--- src/rtl/chain_solver_core.sv ---
// Chain relaxation core: holds NODES points and advances one frame per accepted start.
// Each frame applies one gravity step, then ITERS x PHASES phased neighbour-averaging passes.
module chain_solver_core #(
  parameter int                NODES   = 8,
  parameter int                W       = 32,
  parameter int                PHASES  = 2,
  parameter int                ITERS   = 4,
  parameter int                SPACING = 16,
  parameter int                GRAVITY = 1,
  parameter logic signed [W-1:0] Y_MAX = {1'b0, {(W-1){1'b1}}}
) (
  input  logic                 clk,
  input  logic                 reset,
  input  logic                 start,
  input  logic                 pin_first,
  input  logic                 is_last,
  input  logic signed [W-1:0]  prev_last_x,
  input  logic signed [W-1:0]  prev_last_y,
  input  logic signed [W-1:0]  next_first_x,
  input  logic signed [W-1:0]  next_first_y,
  input  logic signed [W-1:0]  x_mouse,
  input  logic signed [W-1:0]  y_mouse,
  output logic                 busy,
  output logic                 done,
  output logic [NODES*W-1:0]   nodes_x,
  output logic [NODES*W-1:0]   nodes_y,
  output logic [1:0]           dbg_state
);
  // Handshake: start is taken only in IDLE; busy is high from the accepting edge until the
  // frame returns to IDLE; done pulses for exactly the last busy cycle. Starts while busy are dropped.
  typedef enum logic [1:0] {S_IDLE = 2'd0, S_GRAVITY = 2'd1, S_RELAX = 2'd2, S_DONE = 2'd3} state_t;

  localparam int SW = W + 2;
  localparam int PW = (PHASES > 1) ? $clog2(PHASES) : 1;
  localparam int IW = (ITERS > 1) ? $clog2(ITERS) : 1;
  localparam logic signed [SW-1:0] YMAX_W = SW'(Y_MAX);
  localparam logic signed [SW-1:0] GRAV_W = SW'(GRAVITY);

  state_t                r_state, w_next_state;
  logic [PW-1:0]         r_phase;
  logic [IW-1:0]         r_iter;
  logic signed [W-1:0]   r_x [NODES];
  logic signed [W-1:0]   r_y [NODES];
  logic signed [W-1:0]   r_prev_x, r_prev_y, r_next_x, r_next_y, r_mouse_x, r_mouse_y;
  logic                  r_pin, r_last;
  logic signed [W-1:0]   w_ext_x [NODES+2];
  logic signed [W-1:0]   w_ext_y [NODES+2];
  logic signed [W-1:0]   w_rx [NODES];
  logic signed [W-1:0]   w_ry [NODES];
  logic signed [W-1:0]   w_gy [NODES];
  logic                  w_last_step;

  function automatic logic signed [W-1:0] sat_y(input logic signed [SW-1:0] v);
    if (v > YMAX_W) return Y_MAX;
    return v[W-1:0];
  endfunction

  function automatic logic signed [SW-1:0] avg3(input logic signed [W-1:0] l,
                                                 input logic signed [W-1:0] p,
                                                 input logic signed [W-1:0] r);
    logic signed [SW-1:0] s;
    s = SW'(l) + (SW'(p) <<< 1) + SW'(r);
    return s >>> 2;
  endfunction

  function automatic logic signed [SW-1:0] avg2(input logic signed [W-1:0] l,
                                                 input logic signed [W-1:0] p);
    logic signed [SW-1:0] s;
    s = SW'(l) + SW'(p);
    return s >>> 1;
  endfunction

  // Neighbour view with the latched boundary points at both ends.
  always_comb begin
    w_ext_x[0]       = r_prev_x;
    w_ext_y[0]       = r_prev_y;
    w_ext_x[NODES+1] = r_next_x;
    w_ext_y[NODES+1] = r_next_y;
    for (int i = 0; i < NODES; i++) begin
      w_ext_x[i+1] = r_x[i];
      w_ext_y[i+1] = r_y[i];
    end
  end

  always_comb begin
    for (int i = 0; i < NODES; i++) begin
      w_rx[i] = r_x[i];
      w_ry[i] = r_y[i];
      w_gy[i] = sat_y(SW'(r_y[i]) + GRAV_W);
      if ((i % PHASES) == int'(r_phase) && !(i == 0 && r_pin)) begin
        if (i == NODES - 1 && r_last) begin
          w_rx[i] = W'(avg2(w_ext_x[i], w_ext_x[i+1]));
          w_ry[i] = sat_y(avg2(w_ext_y[i], w_ext_y[i+1]));
        end else begin
          w_rx[i] = W'(avg3(w_ext_x[i], w_ext_x[i+1], w_ext_x[i+2]));
          w_ry[i] = sat_y(avg3(w_ext_y[i], w_ext_y[i+1], w_ext_y[i+2]));
        end
      end
    end
  end

  always_comb begin
    w_next_state = r_state;
    w_last_step  = (r_phase == PW'(PHASES - 1)) && (r_iter == IW'(ITERS - 1));
    case (r_state)
      S_IDLE:    if (start) w_next_state = S_GRAVITY;
      S_GRAVITY: w_next_state = S_RELAX;
      S_RELAX:   if (w_last_step) w_next_state = S_DONE;
      S_DONE:    w_next_state = S_IDLE;
      default:   w_next_state = S_IDLE;
    endcase
  end

  always_ff @(posedge clk) begin
    if (!reset) begin
      r_state   <= S_IDLE;
      r_phase   <= '0;
      r_iter    <= '0;
      r_prev_x  <= '0;
      r_prev_y  <= '0;
      r_next_x  <= '0;
      r_next_y  <= '0;
      r_mouse_x <= '0;
      r_mouse_y <= '0;
      r_pin     <= 1'b0;
      r_last    <= 1'b0;
      for (int i = 0; i < NODES; i++) begin
        r_x[i] <= W'(i * SPACING);
        r_y[i] <= '0;
      end
    end else begin
      r_state <= w_next_state;
      case (r_state)
        S_IDLE: if (start) begin
          r_prev_x  <= prev_last_x;
          r_prev_y  <= prev_last_y;
          r_next_x  <= next_first_x;
          r_next_y  <= next_first_y;
          r_mouse_x <= x_mouse;
          r_mouse_y <= y_mouse;
          r_pin     <= pin_first;
          r_last    <= is_last;
        end
        S_GRAVITY: begin
          for (int i = 0; i < NODES; i++)
            if (!(i == 0 && r_pin)) r_y[i] <= w_gy[i];
          if (r_pin) begin
            r_x[0] <= r_mouse_x;
            r_y[0] <= sat_y(SW'(r_mouse_y));
          end
          r_phase <= '0;
          r_iter  <= '0;
        end
        S_RELAX: begin
          for (int i = 0; i < NODES; i++) begin
            r_x[i] <= w_rx[i];
            r_y[i] <= w_ry[i];
          end
          if (r_phase == PW'(PHASES - 1)) begin
            r_phase <= '0;
            r_iter  <= r_iter + 1'b1;
          end else begin
            r_phase <= r_phase + 1'b1;
          end
        end
        default: ;
      endcase
    end
  end

  always_comb begin
    nodes_x = '0;
    nodes_y = '0;
    for (int i = 0; i < NODES; i++) begin
      nodes_x[i*W +: W] = r_x[i];
      nodes_y[i*W +: W] = r_y[i];
    end
  end

  assign busy      = (r_state != S_IDLE);
  assign done      = (r_state == S_DONE);
  assign dbg_state = r_state;

endmodule

--- config.mk ---
export PLATFORM = sky130hd
export DESIGN_NAME = chain_solver_core
export DESIGN_NICKNAME = d
export VERILOG_FILES = /design/src/rtl/chain_solver_core.sv
export SDC_FILE = /design/constraint.sdc
export NUM_CORES = 2
export LEC_CHECK = 0
export CORE_MARGIN = 2
export CORE_UTILIZATION = 45
export DETAILED_ROUTE_END_ITERATION = 7
export PLACE_DENSITY_LB_ADDON = 0.08
export SYNTH_ARGS = -nofsm -noshare
export SYNTH_HDL_FRONTEND = slang
export SYNTH_SLANG_ARGS = --single-unit
--- constraint.sdc ---
create_clock -name clk -period 12.44 [get_ports clk]
set_input_delay 3.732 -clock clk [delete_from_list [all_inputs] [get_ports clk]]
set_output_delay 3.732 -clock clk [all_outputs]
set_load 0.01 [all_outputs]
== Yosys cells after proc, flatten, opt, wreduce, memory -nomap -nowiden ==
Memory sizes are Yosys's and may differ from the RTL's.
Cells that the tools add are included.

* Flip-flop bits (word level): 199
* Memory bits (writable): 512
* Output and inout port bits: 516
* Logic and storage cells: 255
* Memories kept: 2

{| class="wikitable"
|+ Memories
! name !! words !! width !! read ports !! clocked after memory_dff !! write ports !! line !! RTL
|-
| r_x || 8 || 32 || 8 || 0 || 8 || 42 || <nowiki>logic signed [W-1:0] r_x [NODES];</nowiki>
|-
| r_y || 8 || 32 || 8 || 0 || 8 || 43 || <nowiki>logic signed [W-1:0] r_y [NODES];</nowiki>
|}

* $add $sub $neg: 44
* Order comparisons: 18
* Equality and inequality tests: 7
* Multiplexer cells: 137
* Bitwise gates (word level): 27
* Reductions and logical operators: 9

{| class="wikitable"
|+ Operators with widths
! kind !! count
|-
| $mux W32 || 83
|-
| $add A32 B33 Y34 || 16
|-
| $add A34 B32 Y34 || 16
|-
| $gt A32 B32 Y1 const B || 10
|-
| $add A32 B2 Y33 const B || 8
|-
| $gt A33 B32 Y1 const B || 8
|-
| $add A32 B32 Y33 || 2
|-
| $mux W1 || 48
|-
| $or A1 B1 Y1 || 26
|-
| $pmux W2 S4 || 1
|-
| $eq A2 B2 Y1 const B || 3
|-
| $mux W2 || 3
|-
| $ne A2 B2 Y1 const B || 3
|-
| $reduce_and A2 Y1 || 3
|-
| $pmux W2 S2 || 1
|-
| $reduce_bool A2 Y1 || 2
|-
| $add A2 B1 Y2 const B || 1
|-
| $eq A2 B1 Y1 const B || 1
|-
| $logic_and A1 B1 Y1 || 2
|-
| $logic_not A2 Y1 || 1
|-
| $pmux W1 S2 || 1
|-
| $add A1 B1 Y1 const B || 1
|-
| $logic_not A1 Y1 || 1
|-
| $not A1 Y1 || 1
|}

== Logic depth before layout (Yosys ltp) ==
* Depth after elaboration: 11
* Gate-level depth with buffers: 14
* Depth with buffers taken out: 13

== Worst setup path after synthesis ==
No wires, ideal clock.

* Kind: input-to-reg
* From: in reset
* To: mem r_x[3][4], in the netlist r_x[0][100], enable pin
* Library setup time: 906 ps
* Data arrival time: 6133 ps
* Setup slack: 5401 ps
* Stages: 4
* Cells stage by stage: clkbuf_1 -> clkbuf_1 -> clkbuf_1 -> nand2_1

{| class="wikitable"
|+ RTL lines
! element !! line !! RTL
|-
| from (decl) || 13 || <nowiki>input logic reset,</nowiki>
|-
| to (decl) || 42 ||
|}

==> out/qor.csv <==
metric,value,unit
via_count,63500,
finalClockSkew,0.0532,ns
synth_area_leaders,"edfxtp_1 (21%), fa_1 (15%), ha_1 (10%)",
ys_seq_area_share,26.9,%
synth_edf_count,512,
grt_usage,29.8,%
ios,713,
fp.dieH,404,um
reg2reg_depth,13,
grt_max_degree,188,
startpoint,reset,
synth_warnings,0,
hold_violations,0,
die_x,404,um
avgSynthCellArea,9.28,sq um
crit_end,r_x[0][126],
hold_depth,2,
netlist.area_leader.share,21.4,%
yosys-top-cells-count,"nand2_1 (847), a21oi_1 (792), ha_1 (580)",
post_cts_buffers,0,
timing.rr.start,r_y[6][1],
worst-path-buf-inv,3,
wl_per_cell,23.7,um
n_fill_cell,14600,
instances_no_fill,10500,
maxCapViolations,0,
layout.nets,9654,
hpwlAfterDp,194000,um
htreeDepth,3,
grt_pass1_wl,375000,um
clk_pin_slew_worst_paths,0.06,ns
period_share,50.5,%
synth_nets,9063,
multi_input_area,50900,sq um
synth.most_common_cell,nand2_1,
place_inst,10300,
grt_pass1_vias,60800,
crit_path_start_kind,input port,
cp_num_cells,7,
worst_path_max_delay_cell,buf_4,
r2r_slack,7.20,ns
max_freq,159,MHz
clockBufferDepth,3,
area_growth,17.1,%
finalSetupViolCount,0,
cp.required,12.90,ns
end_kind,flop,
start_util,45.4,%
ys.flop_type,edfxtp_1,
whs,0.455,ns
numCtsBuffers,93,
final_area,84300,sq um
tns,0,ns
antenna_found_initial,10,
min_path_type,flop to flop,
drc,0,
ant_nets,0,
rsz0062_at_grt,false,
drv_slew,0,
drt_iter0_drc,5569,
place_congestion,0.931,
clock_sinks,711,
status,finished clean,
netlist_instances,7756,
drive_gt1_share,3.76,%
fp-row-count,146,
viasPerCell,6.04,
min_period,6.29,ns
routed_wl,249000,um
overflow,0,
path_cells,buf_4 -> nand2_4 -> buf_4 -> buf_12 -> o41ai_1 -> a31o_2 -> a311o_1,
yosysTopAreaCell,edfxtp_1,
placed_area,81200,sq um
worstMarginPinSlew,1.17,ns
drtPass1Iterations,5,
cts_resized,0,
synthDistinctLibCells,101,
dieArea,163000,sq um
worstHoldStart,r_mouse_x[28],
synthArstFlopShare,0,%
max_stage_delay,0.76,ns
criticalPathCategory,input port to flop,
yosys_register_bits,711,
portBuffers,712,
syn-cell-area,72000,sq um
crit_fanout,187,
maxSlewHeadroom,20.1,%
tritoncts,yes,
seq_area,19400,sq um
rr_endpoint,r_y[5][29],
root_buffer,clkbuf_16,
holdBufCountCts,0,
critPathArrivalTime,6.75,ns
cp_top_family,buffers and inverters,
clock_latency,0.74,ns
path_common_cell,buf_4,
coreArea,159000,sq um
per-layer routing:
layer	share of wire [%]	track usage [%]
met5	0.0052	0
met2	48	50.3
met1	42	39.1
met3	7.4	5.48
met4	2.8	8.22
metrics by stage:
step	worst slack, ns	utilization [%]
after floorplan	5.40	-
after global placement	5.47	51.2
after detailed placement	5.43	51.2
after CTS	6.23	53.2
after global routing	6.00	53.2
final	6.15	53.2
cell type report:
type | instances | share of cell area (%)
Clock inverter | 41 | 0.625
Multi-Input combinational cell | 6575 | 60.3
Antenna cell | 4 | 0.0119
Timing Repair Buffer | 770 | 9.00
Sequential cell | 711 | 23.0
Tap cell | 2072 | 3.08
Inverter | 196 | 0.882
Clock buffer | 130 | 3.09
how the worst min path moves through the flow:
stage	slack (ns)	endpoint
finish	0.46	r_mouse_x[28]
global placement	0.45	r_mouse_x[19]
global route	0.48	r_mouse_x[22]
floorplan	0.44	r_mouse_x[20]
CTS	0.46	r_mouse_x[28]
detailed placement	0.45	r_mouse_x[28]
worst reg2reg max path, stage by stage (launching register included):
cell      delay, ns
edfxtp_1       0.72
fa_1           0.53
and3_1         0.21
fa_1           0.44
a211oi_1       0.25
nor2_1         0.12
o21ai_0        0.42
o22ai_1        0.23
o21a_1         0.28
a21o_1         0.22
o41ai_1        0.89
o311ai_0       0.32
xnor2_1        0.23
o21ai_0        0.09
state kept, by name (all words and copies together) (netlist names):
| signal | count |
|---|---|
| r_x | 256 |
| r_y | 256 |
| r_mouse_x | 32 |
| r_mouse_y | 32 |
| r_next_x | 32 |
| r_next_y | 32 |
| r_prev_x | 32 |
| r_prev_y | 32 |
| dbg_state | 2 |
| r_iter | 2 |
| r_last | 1 |
| r_phase | 1 |
| r_pin | 1 |
kinds of logic (layout without fill, tap and decap cells):
group / Yosys count / after routing / share of synthesized area, %
adder cells (fa/ha/maj): 1110 / 1110 / 24.8
flip-flops: 711 / 711 / 26.9
buffers and inverters: 470 / 1137 / 2.55
AND/OR/NAND/NOR: 2379 / 2379 / 15.9
multiplexers: 24 / 24 / 0.343
AO/OA/AOI/OAI: 2362 / 2362 / 20.9
XOR/XNOR: 700 / 700 / 8.52
other: 0 / 4 / 0
placed cells by master, fill, tap and decap left out, types with 198 or more instances in the layout:
cell type        instances
clkdlybuf4s50_1        711
dfxtp_1                198
nor2_1                 491
xor2_1                 328
a21o_1                 311
nand3_1                237
xnor2_1                372
a21oi_1                792
edfxtp_1               512
fa_1                   530
o21ai_0                476
nand2_1                843
ha_1                   579
Power is not shown: default switching activity piles up to over one toggle a cycle in this logic, so the estimate is an artifact.
